==> src/rtl/riscpipe_pkg.sv <==
// riscpipe_pkg: shared definitions for the 16-bit five-stage RISC pipeline.
// Holds the opcode map, forwarding-select encodings, the link register index
// and the hazard scoreboard entry type used by hazard_controller.
package riscpipe_pkg;

  localparam int REG_W = 3;

  localparam logic [3:0] OP_AND  = 4'd0;
  localparam logic [3:0] OP_ADD  = 4'd1;
  localparam logic [3:0] OP_SUB  = 4'd2;
  localparam logic [3:0] OP_ADDI = 4'd3;
  localparam logic [3:0] OP_ANDI = 4'd4;
  localparam logic [3:0] OP_LW   = 4'd5;
  localparam logic [3:0] OP_LB   = 4'd6;
  localparam logic [3:0] OP_SW   = 4'd7;
  localparam logic [3:0] OP_BGT  = 4'd8;
  localparam logic [3:0] OP_BLT  = 4'd9;
  localparam logic [3:0] OP_BEQ  = 4'd10;
  localparam logic [3:0] OP_BNE  = 4'd11;
  localparam logic [3:0] OP_JMP  = 4'd12;
  localparam logic [3:0] OP_CALL = 4'd13;
  localparam logic [3:0] OP_RET  = 4'd14;
  localparam logic [3:0] OP_SV   = 4'd15;

  localparam logic [1:0] FWD_RF  = 2'b00;
  localparam logic [1:0] FWD_EX  = 2'b01;
  localparam logic [1:0] FWD_MEM = 2'b10;
  localparam logic [1:0] FWD_WB  = 2'b11;

  localparam logic [REG_W-1:0] REG_ZERO = 3'd0;
  localparam logic [REG_W-1:0] REG_LINK = 3'd7;

  // One in-flight instruction's destination as tracked for EX, MEM or WB.
  typedef struct packed {
    logic             valid;
    logic [REG_W-1:0] dest;
    logic             is_load;
  } sb_entry_t;

endpackage

==> src/rtl/operand_classifier.sv <==
// operand_classifier: purely combinational decode of the ID instruction into
// hazard-relevant facts.
// Inputs : opcode, mode, rd, rs1, rs2 fields.
// Outputs: rs1/rs2/rd source-active flags and indices, destination valid and
//          index, is_load, is_xfer (opcode may transfer control).
// R0 is filtered here: it never counts as an active source or destination.
module operand_classifier
  import riscpipe_pkg::*;
(
  input  logic [3:0]       opcode,
  input  logic             mode,
  input  logic [REG_W-1:0] rd,
  input  logic [REG_W-1:0] rs1,
  input  logic [REG_W-1:0] rs2,
  output logic             rs1_act,
  output logic [REG_W-1:0] rs1_idx,
  output logic             rs2_act,
  output logic [REG_W-1:0] rs2_idx,
  output logic             rd_act,
  output logic [REG_W-1:0] rd_idx,
  output logic             dst_valid,
  output logic [REG_W-1:0] dst_idx,
  output logic             is_load,
  output logic             is_xfer
);

  logic use_rs1_s;
  logic use_rs2_s;
  logic use_rd_s;
  logic wr_s;

  // Opcode table: which register ports are read, what is written.
  always_comb begin
    use_rs1_s = 1'b0;
    use_rs2_s = 1'b0;
    use_rd_s  = 1'b0;
    wr_s      = 1'b0;
    rs1_idx   = rs1;
    dst_idx   = rd;
    is_load   = 1'b0;
    is_xfer   = 1'b0;
    case (opcode)
      OP_AND, OP_ADD, OP_SUB: begin
        use_rs1_s = 1'b1;
        use_rs2_s = 1'b1;
        wr_s      = 1'b1;
      end
      OP_ADDI, OP_ANDI: begin
        use_rs1_s = 1'b1;
        wr_s      = 1'b1;
      end
      OP_LW, OP_LB: begin
        use_rs1_s = 1'b1;
        wr_s      = 1'b1;
        is_load   = 1'b1;
      end
      OP_SV: begin
        use_rs1_s = 1'b1;
      end
      OP_SW: begin
        use_rs1_s = 1'b1;
        use_rd_s  = 1'b1;
      end
      OP_BGT, OP_BLT, OP_BEQ, OP_BNE: begin
        // mode=1 selects an immediate form, so rs1 is not read.
        use_rs1_s = ~mode;
        use_rd_s  = 1'b1;
        is_xfer   = 1'b1;
      end
      OP_JMP: begin
        is_xfer = 1'b1;
      end
      OP_CALL: begin
        wr_s    = 1'b1;
        dst_idx = REG_LINK;
        is_xfer = 1'b1;
      end
      OP_RET: begin
        // Return address lives in the link register, read on the rs1 port.
        use_rs1_s = 1'b1;
        rs1_idx   = REG_LINK;
        is_xfer   = 1'b1;
      end
      default: begin
        use_rs1_s = 1'b0;
      end
    endcase
  end

  assign rs2_idx   = rs2;
  assign rd_idx    = rd;
  assign rs1_act   = use_rs1_s && (rs1_idx != REG_ZERO);
  assign rs2_act   = use_rs2_s && (rs2_idx != REG_ZERO);
  assign rd_act    = use_rd_s  && (rd_idx  != REG_ZERO);
  assign dst_valid = wr_s      && (dst_idx != REG_ZERO);

endmodule

==> src/rtl/hazard_controller.sv <==
// hazard_controller: pipeline sequencing for the five-stage RISC core.
// Tracks EX/MEM/WB destinations in a 3-entry scoreboard and, from that state
// plus the ID instruction, drives stalls, bubbles, IF/ID flush and operand
// forwarding selects (00 RF, 01 EX, 10 MEM, 11 WB). Outputs are combinational.
// Ports: clk, rst_n (async active-low); id_valid, id_opcode, id_rd, id_rs1,
//        id_rs2, id_mode, ctrl_taken in; pc_write_en, ifid_write_en,
//        ifid_flush, idex_bubble, fwd_rs1_sel, fwd_rs2_sel, fwd_rd_sel out.
// Build option HAZARD_FWD_EN: when defined, operands are forwarded and only
// load-use stalls; when undefined, selects stay 00 and any dependency on an
// in-flight destination stalls until it has left WB.
module hazard_controller
  import riscpipe_pkg::*;
#(
  parameter int REG_WIDTH    = 3,
  parameter int OPCODE_WIDTH = 4
) (
  input  logic                    clk,
  input  logic                    rst_n,
  input  logic                    id_valid,
  input  logic [OPCODE_WIDTH-1:0] id_opcode,
  input  logic [REG_WIDTH-1:0]    id_rd,
  input  logic [REG_WIDTH-1:0]    id_rs1,
  input  logic [REG_WIDTH-1:0]    id_rs2,
  input  logic                    id_mode,
  input  logic                    ctrl_taken,
  output logic                    pc_write_en,
  output logic                    ifid_write_en,
  output logic                    ifid_flush,
  output logic                    idex_bubble,
  output logic [1:0]              fwd_rs1_sel,
  output logic [1:0]              fwd_rs2_sel,
  output logic [1:0]              fwd_rd_sel
);

  sb_entry_t        ex_r, mem_r, wb_r;
  logic             rs1_act_s, rs2_act_s, rd_act_s;
  logic [REG_W-1:0] rs1_idx_s, rs2_idx_s, rd_idx_s, dst_idx_s;
  logic             dst_valid_s, is_load_s, is_xfer_s;
  logic             a1_s, a2_s, ad_s;
  logic             stall_s;
  logic [1:0]       sel1_s, sel2_s, seld_s;

  operand_classifier u_cls (
    .opcode    (id_opcode),
    .mode      (id_mode),
    .rd        (id_rd),
    .rs1       (id_rs1),
    .rs2       (id_rs2),
    .rs1_act   (rs1_act_s),
    .rs1_idx   (rs1_idx_s),
    .rs2_act   (rs2_act_s),
    .rs2_idx   (rs2_idx_s),
    .rd_act    (rd_act_s),
    .rd_idx    (rd_idx_s),
    .dst_valid (dst_valid_s),
    .dst_idx   (dst_idx_s),
    .is_load   (is_load_s),
    .is_xfer   (is_xfer_s)
  );

  // A source only counts when ID holds a real instruction.
  assign a1_s = id_valid & rs1_act_s;
  assign a2_s = id_valid & rs2_act_s;
  assign ad_s = id_valid & rd_act_s;

  function automatic logic hit(input logic act, input logic [REG_W-1:0] idx,
                               input sb_entry_t e);
    return act && e.valid && (e.dest == idx);
  endfunction

  function automatic logic [1:0] fwd_select(input logic act,
                                            input logic [REG_W-1:0] idx,
                                            input sb_entry_t ex,
                                            input sb_entry_t mem,
                                            input sb_entry_t wb);
    logic [1:0] sel;
    if (hit(act, idx, ex)) begin
      sel = FWD_EX;
    end else if (hit(act, idx, mem)) begin
      sel = FWD_MEM;
    end else if (hit(act, idx, wb)) begin
      sel = FWD_WB;
    end else begin
      sel = FWD_RF;
    end
    return sel;
  endfunction

  // Hazard detection and forwarding selection.
  always_comb begin
    stall_s = 1'b0;
    sel1_s  = FWD_RF;
    sel2_s  = FWD_RF;
    seld_s  = FWD_RF;
`ifdef HAZARD_FWD_EN
    // Only a load in EX cannot be forwarded in time.
    stall_s = ex_r.is_load &&
              (hit(a1_s, rs1_idx_s, ex_r) || hit(a2_s, rs2_idx_s, ex_r) ||
               hit(ad_s, rd_idx_s, ex_r));
    sel1_s  = fwd_select(a1_s, rs1_idx_s, ex_r, mem_r, wb_r);
    sel2_s  = fwd_select(a2_s, rs2_idx_s, ex_r, mem_r, wb_r);
    seld_s  = fwd_select(ad_s, rd_idx_s, ex_r, mem_r, wb_r);
`else
    // No bypass: wait until the producer has retired past WB.
    stall_s = hit(a1_s, rs1_idx_s, ex_r) || hit(a1_s, rs1_idx_s, mem_r) ||
              hit(a1_s, rs1_idx_s, wb_r) ||
              hit(a2_s, rs2_idx_s, ex_r) || hit(a2_s, rs2_idx_s, mem_r) ||
              hit(a2_s, rs2_idx_s, wb_r) ||
              hit(ad_s, rd_idx_s, ex_r)  || hit(ad_s, rd_idx_s, mem_r) ||
              hit(ad_s, rd_idx_s, wb_r);
`endif
  end

  assign pc_write_en   = ~stall_s;
  assign ifid_write_en = ~stall_s;
  assign idex_bubble   = stall_s;
  // Stall wins: the branch re-resolves next cycle with good operands.
  assign ifid_flush    = id_valid & is_xfer_s & ctrl_taken & ~stall_s;
  assign fwd_rs1_sel   = sel1_s;
  assign fwd_rs2_sel   = sel2_s;
  assign fwd_rd_sel    = seld_s;

  // Scoreboard shift: ID->EX->MEM->WB; stalls and empty ID insert bubbles.
  always_ff @(posedge clk or negedge rst_n) begin
    if (!rst_n) begin
      ex_r  <= '0;
      mem_r <= '0;
      wb_r  <= '0;
    end else begin
      wb_r  <= mem_r;
      mem_r <= ex_r;
      if (id_valid && !stall_s) begin
        ex_r.valid   <= dst_valid_s;
        ex_r.dest    <= dst_idx_s;
        ex_r.is_load <= is_load_s & dst_valid_s;
      end else begin
        ex_r <= '0;
      end
    end
  end

endmodule

==> config.mk <==
export PLATFORM = sky130hd
export DESIGN_NAME = hazard_controller
export DESIGN_NICKNAME = d
export VERILOG_FILES = /design/src/rtl/riscpipe_pkg.sv /design/src/rtl/operand_classifier.sv /design/src/rtl/hazard_controller.sv
export SDC_FILE = /design/constraint.sdc
export NUM_CORES = 1
export LEC_CHECK = 0
export BUFFER_PORTS_ARGS = -buffer_cell sky130_fd_sc_hd__buf_2
export CORE_MARGIN = 10
export CORE_UTILIZATION = 43
export CTS_BUF_LIST = sky130_fd_sc_hd__clkbuf_8
export DETAILED_ROUTE_END_ITERATION = 10
export PLACE_DENSITY = 0.7
export REMOVE_ABC_BUFFERS = 1
export SYNTH_ARGS = -nofsm -noshare
export SYNTH_HDL_FRONTEND = slang
export SYNTH_SLANG_ARGS = --single-unit
export TNS_END_PERCENT = 10
==> constraint.sdc <==
create_clock -name clk -period 2.1 [get_ports clk]
set_input_delay 0.105 -clock clk [delete_from_list [all_inputs] [get_ports clk]]
set_output_delay 0.105 -clock clk [all_outputs]
set_load 0.005 [all_outputs]
## Word-level counts from Yosys, hierarchy flattened

Cells that the tools add are included.

- Bits in registers: 12
- Bits of input ports: 18

- Equality and inequality tests: 24
- Multiplexer cells: 9
- Bitwise operators: 9
- Reduce and logical (&&, ||, !) cells: 44

Operators with widths:

| operator | count |
|---|---|
| equality test 4 bit (second input constant) | 8 |
| equality test 3 bit | 9 |
| logical AND 1 bit | 23 |
| equality test 4 x 3 -> 1 bit (second input constant) | 4 |
| nonzero test 3 bit | 4 |
| OR reduction 10 bit | 1 |
| equality test 4 x 2 -> 1 bit (second input constant) | 2 |
| logical OR 1 bit | 8 |
| OR reduction 8 bit | 1 |
| bitwise AND 1 bit | 7 |
| OR reduction 7 bit | 1 |
| 2-to-1 mux 3 bit | 2 |
| 2-to-1 mux 1 bit | 5 |
| 2-to-1 mux 5 bit | 1 |
| OR reduction 5 bit | 1 |
| equality test 4 x 1 -> 1 bit (second input constant) | 1 |
| zero test 4 bit | 1 |
| OR reduction 4 bit | 1 |
| OR reduction 3 bit | 1 |
| NOT 1 bit | 2 |
| one-hot mux 1 bit (2 select lines) | 1 |
| OR reduction 2 bit | 1 |
| zero test 1 bit | 1 |

## Longest topological paths before layout

- Depth after elaboration: 18
- Mapped depth: 8
- Gate-level depth less buffers: 7

## Hierarchy

Synthesis repeated with hierarchy kept, for this count alone.

- Cells, all modules: 113
- Area total of the unflattened synthesis: 1,011.0 um^2

Modules (own cells, without submodules):

| module | times used | cells each | area each (um^2) | seq. area each (um^2) |
|---|---|---|---|---|
| hazard_controller | 1 | 82 | 782.0 | 300.3 |
| operand_classifier | 1 | 31 | 229.0 | 0.0 |

## Least setup slack after synthesis

OpenSTA, ideal clock, no wires.

- Path type: reg2reg
- Start: register ex_r[2] (netlist bit)
- End: register ex_r[4] (netlist bit)
- Setup time: 0.120 ns
- Arrival time: 1.424 ns
- Slack: 0.556 ns
- Cell stages (with the launch flop): 9
- Clock period less this slack: 1.544 ns
- Path through: dfrtp_1 buf_2 xor2_1 nor4_1 a31oi_1 a211o_1 and4_4 clkinv_2 nor2_1

- Longest elaborated chain between the ends: 13
- Elaborated cells on any way between the ends: 17
- Classes of those cells: eq/ne: 3; mux: 1; reduce/logical: 13

Ends and longest elaborated chain:

| element | line | text |
|---|---|---|
| start: declaration | hazard_controller.sv:35 | `sb_entry_t ex_r, mem_r, wb_r;` |
| equality test 3 bit | hazard_controller.sv:68 | `return act && e.valid && (e.dest == idx);` |
| logical AND 1 bit | hazard_controller.sv:68 |  |
| logical OR 1 bit (2 in series) | hazard_controller.sv:105 | `stall_s = hit(a1_s, rs1_idx_s, ex_r) \|\| hit(a1_s, rs1_idx_s, mem_r) \|\|` |
| logical OR 1 bit | hazard_controller.sv:106 | `hit(a1_s, rs1_idx_s, wb_r) \|\|` |
| logical OR 1 bit (2 in series) | hazard_controller.sv:107 | `hit(a2_s, rs2_idx_s, ex_r) \|\| hit(a2_s, rs2_idx_s, mem_r) \|\|` |
| logical OR 1 bit * | hazard_controller.sv:108 | `hit(a2_s, rs2_idx_s, wb_r) \|\|` |
| logical OR 1 bit * (2 in series) | hazard_controller.sv:109 | `hit(ad_s, rd_idx_s, ex_r) \|\| hit(ad_s, rd_idx_s, mem_r) \|\|` |
| net idex_bubble | hazard_controller.sv:29 | `output logic idex_bubble,` |
| zero test 1 bit * | hazard_controller.sv:132 | `if (id_valid && !stall_s) begin` |
| logical AND 1 bit * | hazard_controller.sv:132 |  |
| 2-to-1 mux 5 bit * | hazard_controller.sv:132 |  |

Mark *: on every way through the listed nets, which the timed path passes. The rest lies on a longest branch.

## Final worst setup path

- Start: register ex_r[2] (netlist bit)
- End: output ifid_flush

- Longest elaborated chain between the ends: 12
- Elaborated cells on any way between the ends: 16
- Classes of those cells: eq/ne: 3; bitwise: 2; reduce/logical: 11

Ends and longest elaborated chain:

| element | line | text |
|---|---|---|
| equality test 3 bit | hazard_controller.sv:68 |  |
| logical AND 1 bit | hazard_controller.sv:68 |  |
| logical OR 1 bit (2 in series) | hazard_controller.sv:105 |  |
| logical OR 1 bit | hazard_controller.sv:106 |  |
| logical OR 1 bit (2 in series) | hazard_controller.sv:107 |  |
| logical OR 1 bit * | hazard_controller.sv:108 |  |
| logical OR 1 bit * (2 in series) | hazard_controller.sv:109 |  |
| NOT 1 bit * | hazard_controller.sv:118 | `assign ifid_flush = id_valid & is_xfer_s & ctrl_taken & ~stall_s;` |
| bitwise AND 1 bit * | hazard_controller.sv:118 |  |
| end: declaration | hazard_controller.sv:28 | `output logic ifid_flush,` |

Mark *: on every way between the ends. The rest lies on a longest branch, timed or not.

==> impl_metrics.json <==
{
  "finalHoldViolCount": 0,
  "cpPeakStageDelay_ps": 470,
  "worst_slack_ps": 81.9,
  "coreArea_sq_um": 2190,
  "holdPathEnd": "ex_r[2]",
  "async_reset_ff_share_pct": 100,
  "holdPathStages": 3,
  "finalCritPeriodShare_pct": 96.1,
  "grt_pass1_wl_um": 3910,
  "setup-tns-final_ps": 0,
  "viasPerCell": 5.68,
  "status": "finished clean",
  "synth-edff-count": 0,
  "ys_warn_count": 0,
  "drive_gt1_share_pct": 24.8,
  "grt_use_total_pct": 10.6,
  "critPathRequiredTime_ps": 2000,
  "r2r_end": "ex_r[3]",
  "cts_tree": "done",
  "antenna_found_initial": 0,
  "rsz0062_at_grt": "false",
  "hp-class": "in -> reg",
  "root_buffer": "clkbuf_8",
  "drt.antenna.violating_nets": 0,
  "grt_max_degree": 14,
  "io_pins": 28,
  "fin_skew_ps": 4.00,
  "fp.dieW_um": 67.6,
  "cp_max_fo": 7,
  "period_needed_ps": 2020,
  "ctsLongestPathBuffers": 2,
  "drv_cap": 0,
  "drcViolationCount": 0,
  "setup_viol": 0,
  "critical_path_arrival_ps": 1910,
  "die_h_um": 67.6,
  "grt_busiest_layer": "met2",
  "synth_top_area_share_pct": 30.8,
  "drv_slew": 0,
  "fillers": 201,
  "path_delay_family": "flip-flops",
  "final_cell_count_no_fill": 157,
  "start_util_pct": 44.4,
  "ys_seq_area_share_pct": 30.8,
  "fmax_mhz": 496,
  "total_leakage_power_nw": 0.447,
  "synth_ff_type": "dfrtp_1",
  "irDropWorstVdd_v": 0.000481,
  "grt_pass1_vias": 865,
  "avgRoutedWirePerCell_um": 16.1,
  "yosysTopAreaCell": "dfrtp_1",
  "antenna_cells": 0,
  "yosys-top-cells-count": "xnor2_1 (18), dfrtp_1 (12), o21ai_0 (10)",
  "drt_pass1_iterations": 4,
  "dp_slack_ps": 262,
  "min_from": "id_valid",
  "grtUsageMet2_pct": 18.2,
  "portBuffers": 21,
  "clk_latency_ps": 230,
  "dieArea_sq_um": 4570,
  "syn_area_sq_um": 973,
  "r2r_setup_slack_ps": 420,
  "place_inst": 152,
  "synth.most_common_cell": "xnor2_1",
  "reg2reg_depth": 7,
  "crit_buf_inv": 2,
  "crit_path_end_kind": "primary output",
  "netlist-cell-type-count": 35,
  "critical_path_class": "reg -> out",
  "vias": 892,
  "nNetsFinal": 148,
  "startpoint_type": "flip-flop",
  "drtIter0Drc": 56,
  "syn_to_final_growth_pct": 13.9,
  "hpwl_um": 2000,
  "r2r-start": "ex_r[2]",
  "synth_area_leaders": "dfrtp_1 (31%), xnor2_1 (16%), buf_4 (6.2%), o21ai_0 (5.1%), nand4_1 (4.5%)",
  "met1_usage_pct": 13.3,
  "cts_sinks": 12,
  "syn_area_per_cell_sq_um": 8.61,
  "crit_chain": "xor2_1, nor4_1, a31oi_1, a211o_1, and4_4, clkinv_2, nor2_1, buf_2",
  "gp_congestion": 0.823,
  "ys_seq_elements": 12,
  "htreeDepth": 1,
  "cp_slowest_cell": "dfrtp_2",
  "cts.clk_slew.worst_paths_ps": 50,
  "drt_wl_total_um": 2520,
  "grt_overflow": 0,
  "grt_use_met3_pct": 2.31,
  "synth_cells": 113,
  "rows": 17,
  "power_density_nw_per_um2": 592,
  "cts_made_buffers": 3
}
==> worst max-delay path by stage <==
| stage | startpoint | endpoint | depth (start not counted) |
|---|---|---|---|
| floorplan | id_opcode[1] | ex_r[1] | 7 |
| global placement | id_opcode[1] | ifid_flush | 9 |
| detailed placement | id_opcode[1] | ifid_flush | 9 |
| CTS | ex_r[2] | ifid_flush | 8 |
| global route | ex_r[1] | ifid_flush | 8 |
| finish | ex_r[2] | ifid_flush | 8 |
==> state kept, by name, summed over array words and instances, names as in the netlist <==
signal	cells
ex_r	4
wb_r	4
mem_r	4
==> layer usage <==
layer / routed length (um) / vias to the layer above
li1: - / 427
met1: 1070 / 430
met2: 1240 / 33
met3: 202 / 2
met4: 9 / 0
met5: 0 / -
==> cell families (layout without fill, tap and decap cells) <==
logic type	count (synthesis)	count (layout)	share of synthesized area, %
other	1	6	0.385
AOI/OAI and AO/OA	25	25	17.2
DFF	12	12	30.8
muxes	1	1	1.16
xor gates and xnor gates	21	21	18.9
buffers and inverters	17	28	10.3
and+or+nand+nor	36	36	21.2
==> through the flow <==
stage,hold slack (ps),power (W),utilization (%),instance area (sq um)
6_report,179,0.000656,50.6,1110
5_1_grt,199,0.000692,50.6,1110
4_1_cts,182,0.000658,50.5,1110
3_5_place_dp,-10.3,0.000416,47.5,1040
3_3_place_gp,-16.3,0.000410,47.5,1040
2_1_floorplan,-191,0.000352,-,901
==> where the power goes <==
part	internal [W]	leakage [nW]	switching (W)
Sequential	0.000248	0.152	0.0000310
Combinational	0.0000671	0.266	0.0000698
Clock	0.000165	0.0288	0.0000753
==> repair_timing <==
action | 4_1_cts | 5_1_grt
buffers inserted | 0 | 0
endpoints found under the hold margin | 12 | 0
endpoints found under the setup margin | 0 | 1
hold buffers | 1 | 0
gates resized for setup | 0 | 2
==> tightest hold or removal path: stages <==
cell and delay, ps:
buf_2 140, o21ai_0 80, nor2_1 40
==> cell type report <==
cell class / instances / area, sq um / share of cell area, %
clock buffer: 4 / 55.1 / 4.97
inverter: 2 / 8.76 / 0.790
multi-input combinational: 89 / 592 / 53.4
sequential: 12 / 303 / 27.3
tap: 28 / 35.0 / 3.16
timing repair buffer: 22 / 115 / 10.4
==> cell usage in the layout (no fill, tap or decap), types with 3 or more instances in the layout <==
cell / instances
nand3_1: 5
or3_1: 3
clkbuf_8: 4
nand4_1: 7
buf_2: 21
o21ai_0: 10
nor2_1: 6
dfrtp_1: 10
conb_1: 6
nand2_1: 5
xor2_1: 3
xnor2_1: 18
Note: power is estimated with default switching activity, not from simulation.
